$ cat config.mk
export PLATFORM = sky130hd
export DESIGN_NAME = pipelined_rca
export DESIGN_NICKNAME = d
export VERILOG_FILES = /design/src/rtl/pipelined_rca_pkg.sv /design/src/rtl/pipelined_rca_slice.sv /design/src/rtl/pipelined_rca.sv
export SDC_FILE = /design/constraint.sdc
export NUM_CORES = 1
export LEC_CHECK = 0
export ABC_AREA = 1
export CORE_MARGIN = 8
export CORE_UTILIZATION = 61
export CTS_BUF_LIST = sky130_fd_sc_hd__clkbuf_8
export CTS_CLUSTER_DIAMETER = 60
export DETAILED_ROUTE_END_ITERATION = 6
export PLACE_DENSITY = 0.87
export SLEW_MARGIN = 15
export SYNTH_ARGS = -nofsm -noshare
export SYNTH_HDL_FRONTEND = slang
export SYNTH_SLANG_ARGS = --single-unit
$ cat constraint.sdc
create_clock -name clk -period 6.12 [get_ports clk]
set_input_delay 1.53 -clock clk [delete_from_list [all_inputs] [get_ports clk]]
set_output_delay 1.53 -clock clk [all_outputs]
set_load 0.005 [all_outputs]
$ cat src/rtl/pipelined_rca_pkg.sv
// Shared definitions for the pipelined ripple-carry adder: default geometry
// and the full-adder cell used by every slice.
package pipelined_rca_pkg;

    localparam int RCA_WIDTH  = 16;
    localparam int RCA_STAGES = 4;

    // One full-adder cell, returned as {carry_out, sum}.
    function automatic logic [1:0] fa(input logic a, input logic b, input logic c);
        return {(a & b) | (a & c) | (b & c), a ^ b ^ c};
    endfunction

endpackage

$ cat src/rtl/pipelined_rca_slice.sv
// Combinational N-bit ripple adder built from full-adder cells. Also exposes
// the carry into its MSB so the top slice can derive signed overflow.
module rca_slice
    import pipelined_rca_pkg::*;
#(
    parameter int N = 4
) (
    input  logic [N-1:0] a,
    input  logic [N-1:0] b,
    input  logic         ci,
    output logic [N-1:0] s,
    output logic         co,
    output logic         c_msb_in
);

    logic [N:0] c;

    // Ripple the carry bit by bit through the full-adder cells.
    always_comb begin
        c    = '0;
        s    = '0;
        c[0] = ci;
        for (int i = 0; i < N; i++) begin
            {c[i+1], s[i]} = fa(a[i], b[i], c[i]);
        end
    end

    assign co       = c[N];
    assign c_msb_in = c[N-1];

endmodule

$ cat src/rtl/pipelined_rca.sv
// Pipelined ripple-carry adder/subtractor. The operands are cut into STAGES
// chunks of CHUNK bits; stage k ripples chunk k and registers its carry, so one
// operation is accepted per cycle and completes STAGES cycles later.
//
// Each stage carries a WIDTH-bit word whose low bits are the sum chunks already
// produced and whose high bits are the still-unprocessed chunks of A, so all sum
// bits of one operation leave the last stage together. The inverted-or-not B
// operand is shifted down one chunk per stage and is dropped once consumed.
module pipelined_rca
    import pipelined_rca_pkg::*;
#(
    parameter int WIDTH  = RCA_WIDTH,
    parameter int STAGES = RCA_STAGES
) (
    input  logic             clk,
    input  logic             rst_n,
    input  logic             en,
    input  logic             in_valid,
    input  logic             sub,
    input  logic             cin,
    input  logic [WIDTH-1:0] A,
    input  logic [WIDTH-1:0] B,
    output logic             out_valid,
    output logic [WIDTH-1:0] sum,
    output logic             cout,
    output logic             ovf
);

    localparam int CHUNK = WIDTH / STAGES;

    if (STAGES < 1 || STAGES > WIDTH || (WIDTH % STAGES) != 0) begin : g_bad_geometry
        $error("pipelined_rca: WIDTH must be a multiple of STAGES and 1 <= STAGES <= WIDTH");
    end

    // Subtraction is A + ~B + 1; the mode is folded into the operand and carry
    // here so it travels with the op and never needs to be re-examined.
    logic [WIDTH-1:0] b_eff;
    logic             c0;

    assign b_eff = sub ? ~B : B;
    assign c0    = sub ? 1'b1 : cin;

    for (genvar k = 0; k < STAGES; k++) begin : g_stage
        localparam int LO = k * CHUNK;

        logic [WIDTH-1:0]    acc_i;
        logic [WIDTH-LO-1:0] b_i;
        logic                c_i;
        logic                vld_i;
        logic [CHUNK-1:0]    s_chunk;
        logic                co;
        logic [WIDTH-1:0]    acc_o;
        logic [WIDTH-1:0]    acc_p;
        logic                c_p;
        logic                vld_p;

        if (k == 0) begin : g_head
            assign acc_i = A;
            assign b_i   = b_eff;
            assign c_i   = c0;
            assign vld_i = in_valid;
        end else begin : g_link
            assign acc_i = g_stage[k-1].acc_p;
            assign b_i   = g_stage[k-1].g_fwd.b_p;
            assign c_i   = g_stage[k-1].c_p;
            assign vld_i = g_stage[k-1].vld_p;
        end

        // Replace this stage's A chunk with its sum chunk; other bits pass through.
        always_comb begin
            acc_o               = acc_i;
            acc_o[LO +: CHUNK]  = s_chunk;
        end

        // ---- stage k register boundary: sum/A word, chunk carry, valid ----
        // Datapath registers load regardless of valid so bubbles stay deterministic.
        always_ff @(posedge clk or negedge rst_n) begin
            if (!rst_n) begin
                acc_p <= '0;
                c_p   <= 1'b0;
                vld_p <= 1'b0;
            end else if (en) begin
                acc_p <= acc_o;
                c_p   <= co;
                vld_p <= vld_i;
            end
        end

        if (k < STAGES - 1) begin : g_fwd
            logic                      c_msb_unused;
            logic [WIDTH-LO-CHUNK-1:0] b_p;

            rca_slice #(.N(CHUNK)) u_slice (
                .a        (acc_i[LO +: CHUNK]),
                .b        (b_i[CHUNK-1:0]),
                .ci       (c_i),
                .s        (s_chunk),
                .co       (co),
                .c_msb_in (c_msb_unused)
            );

            // Forward the unconsumed upper chunks of B to the next stage.
            always_ff @(posedge clk or negedge rst_n) begin
                if (!rst_n) begin
                    b_p <= '0;
                end else if (en) begin
                    b_p <= b_i[WIDTH-LO-1:CHUNK];
                end
            end
        end else begin : g_tail
            logic c_msb;
            logic ovf_p;

            rca_slice #(.N(CHUNK)) u_slice (
                .a        (acc_i[LO +: CHUNK]),
                .b        (b_i[CHUNK-1:0]),
                .ci       (c_i),
                .s        (s_chunk),
                .co       (co),
                .c_msb_in (c_msb)
            );

            // Signed overflow: carry into the MSB disagrees with carry out of it.
            always_ff @(posedge clk or negedge rst_n) begin
                if (!rst_n) begin
                    ovf_p <= 1'b0;
                end else if (en) begin
                    ovf_p <= c_msb ^ co;
                end
            end
        end
    end

    assign out_valid = g_stage[STAGES-1].vld_p;
    assign sum       = g_stage[STAGES-1].acc_p;
    assign cout      = g_stage[STAGES-1].c_p;
    assign ovf       = g_stage[STAGES-1].g_tail.ovf_p;

endmodule

==> flow_summary.toml, run 1 <==
[global_route]
overflow = 0
grt_antenna_before_repair = 0
grtUsageTotal = 0.172
grt_pass1_wl_um = 13800
first_global_vias = 3079
grt_max_degree = 99

[clock_tree]
clk_path_buf_depth = 2
cts_resized = 0
numCtsBuffers = 9
cts-root-buf = "clkbuf_8"
htreeDepth = 3
clk_latency_ns = 0.35
postCtsHoldBufs = 0
postCtsSetupBuffers = 0
cts_tree = "done"
clk_pin_slew_ns = 0.09
cts.sinks = 97

[power]
power.density_nw_per_um2 = 315
irDropWorstVdd_mv = 0.172
p_int_mw = 1.15
clockPowerShare = 0.296
p_leak_nw = 2.59
netSwitchingPower_mw = 0.419
comb_power_share = 0.189
seq_power_share = 0.516
p_sw_frac = 0.267

[detailed_routing]
num_vias = 3006
ant_nets = 0
route.detailed.drc = 0
initialDrtViolationCount = 171
vias_per_cell = 5.01
wire_per_inst_um = 13.3
wl_um = 7970
dr.pass1.iters = 4

[sta]
relSlewSlack = 0.406
rsz0062_at_grt = "false"
finalCritPeriodShare = 0.678
hold_violations = 0
slew_viol_final = 0
setup_viol = 0
final.setup.tns_ns = 0
worstMarginPinSlew_ns = 0.892
fmax_mhz = 241
finalCriticalPeriod_ns = 4.15
finalClockSkew_ns = 0.00607

[place]
place_hpwl_um = 5170
gp_congestion = 0.759
dpl.cell_count = 584
placement.io_buffers = 56

[yosys]
synth_cell_types = 15
mappedNetlistArea_um2 = 4250
seq_area_frac_synth = 0.571
ys_ff_latch = 97
syn-num-nets = 524
yosys_warnings = 0
syn_avg_cell_area_um2 = 9.04
syn_inst = 470

[worst_setup_path]
cp_top_family = "adder cells"
path_cells = "clkdlybuf4s50_1 -> xor2_1 -> fa_1 -> inv_1 -> fa_1 -> fa_1 -> inv_1 -> fa_1 -> nand2_1 -> o21ai_0"
cp.required_ns = 6.32
cp_common_cell = "fa_1"
r2r-start = "g_stage[2].c_p"
path_buf_inv = 3
slowest_delay_ns = 0.89
crit_start = "sub"
cp_slowest_cell = "clkdlybuf4s50_1"
crit_arrival_ns = 4.35
cp-end-kind = "flip-flop"
path_class = "in2reg"
cp_max_fo = 18
critPathLaunchType = "input port"

[finish]
layout.nets = 569
nFillCells = 467
final_util = 0.737
syn_to_final_growth_pct = 17.3
stdcell_count = 600
diodes = 0
layout-drive-gt1-share = 0.0423

[status]
outcome = "complete, no violations"

[floorplanning]
io_pins = 57
core-area_um2 = 6760
initial_core_util = 0.629
dieArea_um2 = 9890
fp.dieH_um = 99.5
num_rows = 30
die_x_um = 99.5

[worst_hold_path]
hold_class = "reg2reg"
min_from = "sum[2]"

[job]
max_cap_viol_count = 0
## Yosys cell counts
cell,count,area (um2)
buf_2,10,50.1
buf_4,8,60.1
buf_6,4,45.0
clkbuf_1,1,3.75
clkbuf_2,1,5.00
dfrtp_1,97,2430
fa_1,16,320
inv_1,46,173
inv_4,1,6.26
nand2_1,232,871
nand3_1,13,65.1
o21ai_0,36,180
or2_2,1,6.26
xnor2_1,2,17.5
xor2_1,2,17.5
## placed cells by master, fill, tap and decap left out, types with 3 or more instances in the layout
cell type / Yosys / layout
dfrtp_1: 97 / 97
clkdlybuf4s50_1: 0 / 54
fa_1: 16 / 16
o21ai_0: 36 / 36
nand3_1: 13 / 13
nand2_1: 232 / 232
inv_1: 46 / 46
buf_4: 8 / 3
clkbuf_8: 0 / 11
## layer usage
metal  wire length (um)  part of all wire  vias to the layer above  GRT usage
met1               3500              0.44                     1431      0.213
met3                349             0.044                       18     0.0433
met5                  0                 0                        -          0
met2               3930              0.49                       66      0.279
met4                199             0.025                        0     0.0768
li1                   -                 -                     1491          -
## path summary, 6_finish.rpt
kind,endpoint,slack [ns],cells after the start
min in group asynchronous,cout,1.11,1
setup reg to reg,sum[15],3.86,8
hold reg to reg,sum[2],0.47,2
max in group asynchronous,sum[2],3.91,2
setup / recovery,g_stage[0].acc_p[3],1.97,10
hold / removal,sum[2],0.47,2
## cell type report
cell class                 instances  area, um2  share of cell area
sequential                        97       2430               0.487
tap                               80        100              0.0201
clock inverter                     5       77.6              0.0156
timing repair buffer              58        568               0.114
clock buffer                      11        151              0.0304
inverter                          47        179              0.0359
multi-input combinational        302       1480               0.297
## worst register-to-register path, stage by stage (launching register included)
cell and delay [ns]:
dfrtp_1 0.39, inv_1 0.08, fa_1 0.18, inv_1 0.05, fa_1 0.38, fa_1 0.43
inv_1 0.11, fa_1 0.40, o21ai_0 0.16
## power by group through the flow
stage	Sequential [mW]	Clock, mW	Combinational [mW]
floorplan	0.812	0	0.157
global placement	0.814	0	0.280
detailed placement	0.819	0	0.298
CTS	0.809	0.468	0.302
global route	0.823	0.499	0.341
finish	0.808	0.463	0.296
## cells by family after synthesis
| logic type | synth area share |
|---|---|
| buffers and inverters | 0.0807 |
| AO/OA/AOI/OAI | 0.0424 |
| adder cells (fa/ha/maj) | 0.0754 |
| XOR/XNOR | 0.00825 |
| flip-flops | 0.571 |
| AND/OR/NAND/NOR | 0.222 |
## metrics by stage
| stage | cell area (um2) | total power, mW | hold WS (ns) | setup slack (ns) |
|---|---|---|---|---|
| 6_report | 4980 | 1.57 | 0.473 | 1.97 |
| 4_1_cts | 4980 | 1.58 | 0.478 | 1.96 |
| 2_1_floorplan | 4250 | 0.969 | 0.442 | 2.43 |
| 5_1_grt | 4980 | 1.66 | 0.498 | 1.82 |
| 3_3_place_gp | 4750 | 1.09 | 0.453 | 1.71 |
| 3_5_place_dp | 4750 | 1.12 | 0.457 | 1.58 |
## flip-flops by register name (all words and copies together) (netlist names)
register	flops
out_valid	1
sum	16
g_stage.acc_p	48
cout	1
g_stage.vld_p	3
ovf	1
g_stage.c_p	3
g_stage.g_fwd.b_p	24
Note: power is estimated with default switching activity, not from simulation.
==> run 2, diff against run 1 <==
--- a/config.mk
+++ b/config.mk
@@ -7,11 +7,11 @@
 export LEC_CHECK = 0
 export ABC_AREA = 1
 export CORE_MARGIN = 8
-export CORE_UTILIZATION = 61
+export CORE_UTILIZATION = 57
 export CTS_BUF_LIST = sky130_fd_sc_hd__clkbuf_8
 export CTS_CLUSTER_DIAMETER = 60
 export DETAILED_ROUTE_END_ITERATION = 6
-export PLACE_DENSITY = 0.87
+export PLACE_DENSITY = 0.82
 export SLEW_MARGIN = 15
 export SYNTH_ARGS = -nofsm -noshare
 export SYNTH_HDL_FRONTEND = slang
==> constraint.sdc (replaced) <==
create_clock -name clk -period 4.3 [get_ports clk]
set_input_delay 1.075 -clock clk [delete_from_list [all_inputs] [get_ports clk]]
set_output_delay 1.075 -clock clk [all_outputs]
set_load 0.005 [all_outputs]
==> run 2 against run 1 <==
Net effect:
- count of clock-buffer cells in the layout up 1
- sequential cell count unchanged
- clock power up 44%
- combinational power up 42%
- worst setup slack worse by 1.3 ns
- global-route usage down 1.2 points
- cell area up 1.4%
- highest routed layer unchanged
==> flow_summary.toml, run 2 (synthesis results as in run 1) <==
[status]
outcome = "complete, no violations"

[worst_setup_path]
cp_max_fo = 12
cp.required_ns = 4.50
path_buf_inv = 3
path_cells = "clkdlybuf4s50_1 -> xor2_1 -> fa_1 -> inv_1 -> fa_1 -> fa_1 -> inv_1 -> fa_1 -> nand2_1 -> o21ai_0"
cp_slowest_cell = "clkdlybuf4s50_1"
slowest_delay_ns = 0.81
critPathLaunchType = "input port"
path_class = "in2reg"
cp_common_cell = "fa_1"
cp-end-kind = "flip-flop"
cp_top_family = "adder cells"
crit_arrival_ns = 3.81

[clock_tree]
clk_pin_slew_ns = 0.09
numCtsBuffers = 9
cts.sinks = 97
cts_tree = "done"
postCtsSetupBuffers = 0
htreeDepth = 3
clk_latency_ns = 0.35
cts-root-buf = "clkbuf_8"
cts_resized = 0
clk_path_buf_depth = 2
postCtsHoldBufs = 0

[sta]
fmax_mhz = 277
relSlewSlack = 0.410
finalCriticalPeriod_ns = 3.61
worstMarginPinSlew_ns = 0.885
hold_violations = 0
slew_viol_final = 0
final.setup.tns_ns = 0
rsz0062_at_grt = "false"
finalCritPeriodShare = 0.840
setup_viol = 0
finalClockSkew_ns = 0.00622

[floorplanning]
die_x_um = 102
initial_core_util = 0.586
core-area_um2 = 7250
fp.dieH_um = 102
io_pins = 57
dieArea_um2 = 10500
num_rows = 31

[finish]
layout-drive-gt1-share = 0.0460
layout.nets = 571
layout_commonest_cell = "nand2_1"
syn_to_final_growth_pct = 18.9
fin_area_um2 = 5050
final_cell_mix = "232 x nand2_1, 97 x dfrtp_1, 54 x clkdlybuf4s50_1"
multi_input_area_um2 = 1480
diodes = 0
largest_reg_flops = 48
nFillCells = 548
regMostFlops = "g_stage.acc_p"
regArea_um2 = 2430

[power]
p_leak_nw = 2.62
power.density_nw_per_um2 = 443
irDropWorstVdd_mv = 0.202

[detailed_routing]
num_vias = 3003
wire_per_inst_um = 12.4
ant_nets = 0
wl_um = 7680
dr.pass1.iters = 4
vias_per_cell = 4.84
route.detailed.drc = 0
initialDrtViolationCount = 169

[worst_hold_path]
hold_class = "reg2reg"

[place]
place_hpwl_um = 5070
gp_congestion = 0.748
placement.io_buffers = 56
dpl-instance-area_um2 = 4780

[global_route]
grt_antenna_before_repair = 0
grt_max_degree = 98
first_global_vias = 2994
grtUsageTotal = 0.160
grt_pass1_wl_um = 13300
overflow = 0

[job]
max_cap_viol_count = 0
## run 2: cell count changes in the layout (fill, tap and decap cells not counted), sizes merged
cell | previous run | this run
buf | 4 | 6
clkbuf | 11 | 12
clkinvlp | 1 | 0
## run 2: path summary, 6_finish.rpt
| path | from | end | slack, ns | cells past startpoint |
|---|---|---|---|---|
| setup / recovery | sub | g_stage[0].acc_p[3] | 0.69 | 10 |
| hold / removal | sum[13] | sum[13] | 0.48 | 2 |
| setup reg to reg | g_stage[2].c_p | sum[15] | 2.03 | 8 |
| hold reg to reg | sum[13] | sum[13] | 0.48 | 2 |
| max in group asynchronous | rst_n | sum[10] | 2.90 | 3 |
| min in group asynchronous | rst_n | cout | 0.60 | 1 |
## run 2: area by class of cell
type	count	share of cell area
clock buffers	12	0.0327
clock inverters	4	0.0146
inverters	47	0.0354
multi-input cells	302	0.293
flip-flops and latches	97	0.481
well taps	99	0.0245
repair buffers	60	0.119
## run 2: metrics by stage
step | std cells | hold WS [ns] | worst slack (ns) | utilization | power (mW)
floorplan | 470 | 0.442 | 1.07 | - | 1.38
CTS | 620 | 0.480 | 0.705 | 0.692 | 2.26
global placement | 604 | 0.453 | 0.454 | 0.659 | 1.56
global route | 621 | 0.498 | 0.545 | 0.696 | 2.37
detailed placement | 604 | 0.459 | 0.322 | 0.659 | 1.58
finish | 621 | 0.476 | 0.690 | 0.696 | 2.24
## run 2: worst min-delay path: cells and delay by family (launching register included)
family	cells	cell delay, ns
flops	1	0.35
simple gates	2	0.11
## run 2: power breakdown
part	internal [mW]	total, mW	switching, mW
registers	1.07	1.15	0.0813
clock network	0.375	0.668	0.293
logic	0.211	0.419	0.208
total	1.65	2.24	0.582
## run 2: routing by layer
| metal | wire length, um | global-route usage | vias up |
|---|---|---|---|
| met5 | 0 | 0 | - |
| met3 | 403 | 0.0238 | 11 |
| met2 | 3740 | 0.261 | 75 |
| met1 | 3450 | 0.208 | 1414 |
| met4 | 92 | 0.0711 | 0 |
| li1 | - | - | 1503 |
